--- src/rtl/stack_unit.sv ---
// +----------------------------------------------------------------------------+
// | Module     : stack_unit                                                    |
// | Description: LIFO operand stack with sticky overflow/underflow flags.      |
// |              Define STACK_NOS_EN to add the nos output and swap command.   |
// | Revision   : 1.0 - initial release                                         |
// +----------------------------------------------------------------------------+
`default_nettype none

module stack_unit #(
  parameter int WIDTH = 8,
  parameter int DEPTH = 8,
  localparam int CW = $clog2(DEPTH + 1)
) (
  input  logic             clk,
  input  logic             rst,
  input  logic             push,
  input  logic             pop,
  input  logic             clear,
`ifdef STACK_NOS_EN
  input  logic             swap,
  output logic [WIDTH-1:0] nos,
`endif
  input  logic [WIDTH-1:0] din,
  output logic [WIDTH-1:0] tos,
  output logic             tos_zero,
  output logic             empty,
  output logic             full,
  output logic [CW-1:0]    count,
  output logic             overflow,
  output logic             underflow
);

  localparam int            c_AW    = (DEPTH > 1) ? $clog2(DEPTH) : 1;
  localparam logic [CW-1:0] c_DEPTH = CW'(DEPTH);
  localparam logic [CW-1:0] c_ONE   = CW'(1);

  logic [WIDTH-1:0] r_mem [DEPTH];
  logic [CW-1:0]    r_sp;
  logic             r_ovf;
  logic             r_udf;

  logic             w_empty;
  logic             w_full;
  logic [c_AW-1:0]  w_top_idx;
  logic [c_AW-1:0]  w_push_idx;
  logic [c_AW-1:0]  w_wr_idx;
  logic             w_wr_en;
  logic [CW-1:0]    w_sp_next;
  logic             w_set_ovf;
  logic             w_set_udf;
  logic             w_cmd_ok;
`ifdef STACK_NOS_EN
  localparam logic [CW-1:0] c_TWO = CW'(2);
  logic [c_AW-1:0]  w_nos_idx;
  logic             w_swap_en;
  assign w_nos_idx = c_AW'(r_sp - c_TWO);
`endif

  assign w_empty    = (r_sp == '0);
  assign w_full     = (r_sp == c_DEPTH);
  assign w_top_idx  = c_AW'(r_sp - c_ONE);
  assign w_push_idx = c_AW'(r_sp);
  assign w_cmd_ok   = !rst && !clear;

  always_comb begin
    w_sp_next = r_sp;
    w_wr_en   = 1'b0;
    w_wr_idx  = w_top_idx;
    w_set_ovf = 1'b0;
    w_set_udf = 1'b0;
`ifdef STACK_NOS_EN
    w_swap_en = 1'b0;
`endif
    case ({push, pop})
      2'b10: begin
        if (w_full) begin
          w_set_ovf = 1'b1;
        end else begin
          w_wr_en   = 1'b1;
          w_wr_idx  = w_push_idx;
          w_sp_next = r_sp + c_ONE;
        end
      end
      2'b01: begin
        if (w_empty) w_set_udf = 1'b1;
        else         w_sp_next = r_sp - c_ONE;
      end
      2'b11: begin
        // Replace-top; on an empty stack this degenerates into a plain push.
        w_wr_en = 1'b1;
        if (w_empty) begin
          w_wr_idx  = w_push_idx;
          w_sp_next = c_ONE;
        end
      end
      default: begin
`ifdef STACK_NOS_EN
        if (swap) begin
          if (r_sp < c_TWO) w_set_udf = 1'b1;
          else              w_swap_en = 1'b1;
        end
`endif
      end
    endcase
  end

  always_ff @(posedge clk) begin
    if (rst || clear) begin
      r_sp  <= '0;
      r_ovf <= 1'b0;
      r_udf <= 1'b0;
    end else begin
      r_sp <= w_sp_next;
      if (w_set_ovf) r_ovf <= 1'b1;
      if (w_set_udf) r_udf <= 1'b1;
    end
  end

  // Storage has no reset; contents are only visible through a valid sp.
  always_ff @(posedge clk) begin
    if (w_cmd_ok) begin
      if (w_wr_en) r_mem[w_wr_idx] <= din;
`ifdef STACK_NOS_EN
      if (w_swap_en) begin
        r_mem[w_top_idx] <= r_mem[w_nos_idx];
        r_mem[w_nos_idx] <= r_mem[w_top_idx];
      end
`endif
    end
  end

  assign tos       = w_empty ? '0 : r_mem[w_top_idx];
  assign tos_zero  = (tos == '0);
  assign empty     = w_empty;
  assign full      = w_full;
  assign count     = r_sp;
  assign overflow  = r_ovf;
  assign underflow = r_udf;
`ifdef STACK_NOS_EN
  assign nos = (r_sp >= c_TWO) ? r_mem[w_nos_idx] : '0;
`endif

endmodule

`default_nettype wire
--- config.mk ---
export PLATFORM = sky130hd
export DESIGN_NAME = stack_unit
export DESIGN_NICKNAME = d
export VERILOG_FILES = /design/src/rtl/stack_unit.sv
export SDC_FILE = /design/constraint.sdc
export NUM_CORES = 1
export LEC_CHECK = 0
export CORE_MARGIN = 2
export CORE_UTILIZATION = 53
export CTS_BUF_LIST = sky130_fd_sc_hd__clkbuf_8
export DETAILED_ROUTE_END_ITERATION = 16
export PLACE_DENSITY = 0.78
export SLEW_MARGIN = 15
export SYNTH_ARGS = -nofsm -noshare
export SYNTH_HDL_FRONTEND = slang
export SYNTH_SLANG_ARGS = --single-unit
--- constraint.sdc ---
create_clock -name clk -period 4 [get_ports clk]
set_input_delay 1.2 -clock clk [delete_from_list [all_inputs] [get_ports clk]]
set_output_delay 1.2 -clock clk [all_outputs]
set_load 0.005 [all_outputs]
# Yosys cells after proc, flatten, opt, wreduce, memory -nomap -nowiden
# Memories as Yosys holds them, arrays and structs flattened.
# Cells that the tools add are included.
# classes
addsub	2
mul	0
div_mod_pow	0
order_cmp	0
n_eq_ne	7
n_shift	0
mux	17
bitwise	0
n_reduce_logical	8
# ops
operator	count
$mux W4	3
$pmux W4 S3	1
$logic_not A8 Y1	1
$mux W1	8
$mux W8	1
$mux W3	2
$ne A2 B2 Y1 const B	3
$pmux W3 S2	1
$add A4 B1 Y4 const B	1
$eq A2 B2 Y1 const B	2
$eq A4 B4 Y1 const B	1
$logic_not A4 Y1	1
$reduce_and A4 Y1	1
$sub A4 B1 Y4 const B	1
$reduce_bool A3 Y1	1
$eq A2 B1 Y1 const B	1
$logic_not A1 Y1	2
$pmux W1 S2	1
$logic_and A1 B1 Y1	1
$logic_or A1 B1 Y1	1
# word_totals
regBits	6
latch_bits	0
ram_bits	64
romBits	0
word_cells	38
n_memories	1
# mem_list
memory	depth	word_bits	rd	rd_clocked_by_memory_dff	write_ports	line_no	rtl
r_mem	8	8	1	0	1	37	logic [WIDTH-1:0] r_mem [DEPTH];

# Depth between registers and ports, before layout
# logic_depth
ltp_word	6
depth_mapped	10

# Least setup slack after synthesis
# OpenSTA, ideal clock, no wires.
# synth_timing
kind	register -> output
from	reg r_sp[0] (netlist: count[0])
to	out tos_zero
t_arrival_ns	3.217
t_required_ns	2.800
path_slack_ns	-0.417
stages_incl_launch_ff	10
path_buffers	3
cell_sequence	dfxtp_1 > buf_6 > buf_1 > inv_1 > ha_1 > clkbuf_1 > mux4_1 > or4_1 > o31a_1 > a2111oi_2
# synth_via
elab_chain_len	4
word_cells_on_any_way	5
classes_between	1 x add/sub; 1 x mux; 2 x reduce/logical; 1 x memory
# synth_rtl
element	line_no	rtl
start: declaration	38	logic [CW-1:0] r_sp;
start signal: assignment	113	r_sp <= w_sp_next;
$sub A4 B1 Y4	-	
$mem_v2 Z8 W8	-	
$mux W8 (*)	132	assign tos = w_empty ? '0 : r_mem[w_top_idx];
$logic_not A8 Y1 (*)	133	assign tos_zero = (tos == '0);
end: declaration	25	output logic tos_zero,
# Every way passes the cells marked *; elsewhere a longest branch is shown, timed or not.

# Final worst setup path
# Ends and elaborated chain as after synthesis.

==> flow_metrics.env <==
export IMPL_vias=1835
export IMPL_cp_start_kind="flop"
export IMPL_port_buffers=29
export IMPL_clkPwrFrac_pct=33.7
export IMPL_start_util_pct=55.03
export IMPL_period_minus_slack_ps=3889
export IMPL_power_total_mw=1.546
export IMPL_die_area_sq_um=6339
export IMPL_synthArstFlopShare_pct=0
export IMPL_rsz0062_at_grt="no"
export IMPL_hold_viol=0
export IMPL_worstHoldPathType="reg2reg"
export IMPL_min_from="overflow$_SDFFE_PP0P_"
export IMPL_power_switching_mw=0.3500
export IMPL_core_sq_um=5507
export IMPL_rows=27
export IMPL_period_share_pct=97.24
export IMPL_synth_top_cell_area_share_pct=63.42
export IMPL_clk_pin_slew_ps=70
export IMPL_grt_max_degree=14
export IMPL_grt_pass1_vias=1828
export IMPL_sw_frac_of_total_pct=22.64
export IMPL_finalSetupTns_ps=0
export IMPL_leakagePower_nw=1.285
export IMPL_cp_required_ps=2800
export IMPL_track_usage_pct=21.53
export IMPL_root_buffer="clkbuf_8"
export IMPL_p_int_mw=1.196
export IMPL_grt_antenna_before_repair=0
export IMPL_seq_area_frac_synth_pct=67.38
export IMPL_grt_pass1_wl_mm=9.584
export IMPL_worstMarginPinSlew_ps=815.0
export IMPL_netlist_instances=187
export IMPL_yosysWarnings=0
export IMPL_relSlewSlack_pct=45.47
export IMPL_crit_type="reg2out"
export IMPL_grtUsageMet3_pct=6.561
export IMPL_crit_fanout=7
export IMPL_startpoint="count[0]$_SDFFE_PP0P_"
export IMPL_status="complete, no violations"
export IMPL_synth_nets=203
export IMPL_synth_distinct_cells=40
export IMPL_worstPathArrival_ps=2690
export IMPL_fp_dieH_um=79.62
export IMPL_grt_util_met1_pct=29.89
export IMPL_postCtsHoldBufs=0
export IMPL_antenna_cells=0
export IMPL_avgRoutedWirePerCell_um=19.31
export IMPL_htreeDepth=3
export IMPL_fmax_ghz=0.2571
export IMPL_synth_top_cell_by_area="edfxtp_1"
export IMPL_skew_ps=7.857
export IMPL_drive_gt1_share_pct=24.18
export IMPL_dr_pass1_iters=4
export IMPL_ant_nets=0
export IMPL_clk_latency_ps=340
export IMPL_final_common_cell="edfxtp_1"
export IMPL_comb_power_share_pct=13.8
export IMPL_drc=0
export IMPL_gp_congestion=0.8818
export IMPL_ys_ff_latch=70
export IMPL_drt_iter0_drc=167
export IMPL_synth_area_leaders="edfxtp_1 (63%), mux4_2 (9.7%), dfxtp_1 (4.0%)"
export IMPL_crit_path_end_kind="output port"
export IMPL_power_density_nw_per_um2=414.1
export IMPL_p_seq_share_pct=52.5
export IMPL_cts_sink_count=70
export IMPL_irDropWorstVdd_mv=0.2951
export IMPL_avgViaCountPerCell=5.807
export IMPL_synth_cell_area_sq_um=3030
export IMPL_cts_buffer_depth=2
export IMPL_synth_edf_count=64
export IMPL_grt_ovfl_total=0
export IMPL_die_w_um=79.62
export IMPL_cts_tree="done"
export IMPL_area_growth_pct=23.20
export IMPL_ios=30
export IMPL_busiest_layer="met2"
export IMPL_synth_flop_cell="edfxtp_1"
export IMPL_r2r_start="count[0]$_SDFFE_PP0P_"
export IMPL_cts_buffers=9
export IMPL_setup_viol=0
export IMPL_max_cap_violations=0
export IMPL_nets=256
export IMPL_mostFrequentLayoutCells="edfxtp_1 (64), clkdlybuf4s50_1 (28), buf_4 (23)"
export IMPL_avgSynthCellArea_sq_um=16.21
export IMPL_routed_wl_mm=6.101
export IMPL_drv_slew=0
export IMPL_post_dp_hpwl_mm=4.067
export IMPL_use_met2_pct=32.94
[per-layer routing]
metal	up-vias	wire, um
met3	2	486
li1	850	-
met4	0	11
met1	913	2592
met5	-	0
met2	70	3010
[path summary, 6_finish.rpt]
check                                             end  slack (ps)  depth (start not counted)
worst max-delay path                         tos_zero         110                          7
worst min-delay path            overflow$_SDFFE_PP0P_         480                          2
worst max register to register  r_mem[5][4]$_DFFE_PP_        1230                          9
worst min register to register  overflow$_SDFFE_PP0P_         480                          2
[through the flow]
stage          instance area [sq um]  setup slack, ps  utilization [%]  hold slack (ps)  cells
3_3_place_gp                    3523           -111.9            63.99            445.6    299
3_5_place_dp                    3523           -155.1            63.99            461.0    299
5_1_grt                         3734            13.64            67.80            514.7    316
2_1_floorplan                   3035            2.648                -            460.4    187
6_report                        3734            110.5            67.80            477.1    316
4_1_cts                         3722            33.40            67.60            478.0    314
[worst max-delay path: stages (launching register included)]
cell       delay [ps]
dfxtp_2           360
inv_1              80
ha_4              310
mux4_2            330
or4_1             550
o31a_1            320
a2111oi_4         220
buf_2             180
[kinds of logic after synthesis]
kind of cell / share of synthesized area [%]
AOI/OAI and AO/OA: 8.299
adders and majority gates: 1.239
and+or+nand+nor: 7.060
DFF: 67.38
xor gates and xnor gates: 0.2891
muxes: 13.63
buffers and inverters: 2.106
[sequential cells by signal, indices dropped and copies added, names as in the netlist]
name / cells
underflow: 1
overflow: 1
count: 4
r_mem: 64
[layout make-up]
| class | count | area (sq um) |
|---|---|---|
| sequential | 70 | 2043 |
| fill | 377 | 1773 |
| multi-input combinational | 102 | 945.9 |
| timing repair buffer | 52 | 457.9 |
| clock buffer | 9 | 123.9 |
| tap | 72 | 90.09 |
| clock inverter | 6 | 53.80 |
| inverter | 5 | 18.77 |
[timing repair]
item | in CTS | in global routing
setup endpoints to repair | 1 | 1
pin swaps | 0 | 3
buffers inserted | 0 | 2
gates resized for setup | 8 | 1
[synth_stat cells, drive strengths merged, types with 2 or more instances]
| cell | number |
|---|---|
| edfxtp | 64 |
| mux4 | 16 |
| nor2 | 15 |
| nand2 | 12 |
| a21oi | 8 |
| a22o | 8 |
| clkbuf | 8 |
| dfxtp | 6 |
| inv | 5 |
| nor2b | 4 |
| o21ai | 4 |
| a211oi | 3 |
| ha | 3 |
| mux2i | 3 |
| a211o | 2 |
| and3 | 2 |
| buf | 2 |
| nand2b | 2 |
| o22ai | 2 |
[power by group through the flow]
stage          registers (mW)  logic, mW  clock network [mW]
2_1_floorplan           0.828      0.110                   0
5_1_grt                 0.812      0.231               0.560
4_1_cts                 0.812      0.208               0.530
3_5_place_dp            0.828      0.204                   0
3_3_place_gp            0.827      0.201                   0
6_report                0.812      0.213               0.521
Note: power is estimated with default switching activity, not from simulation.
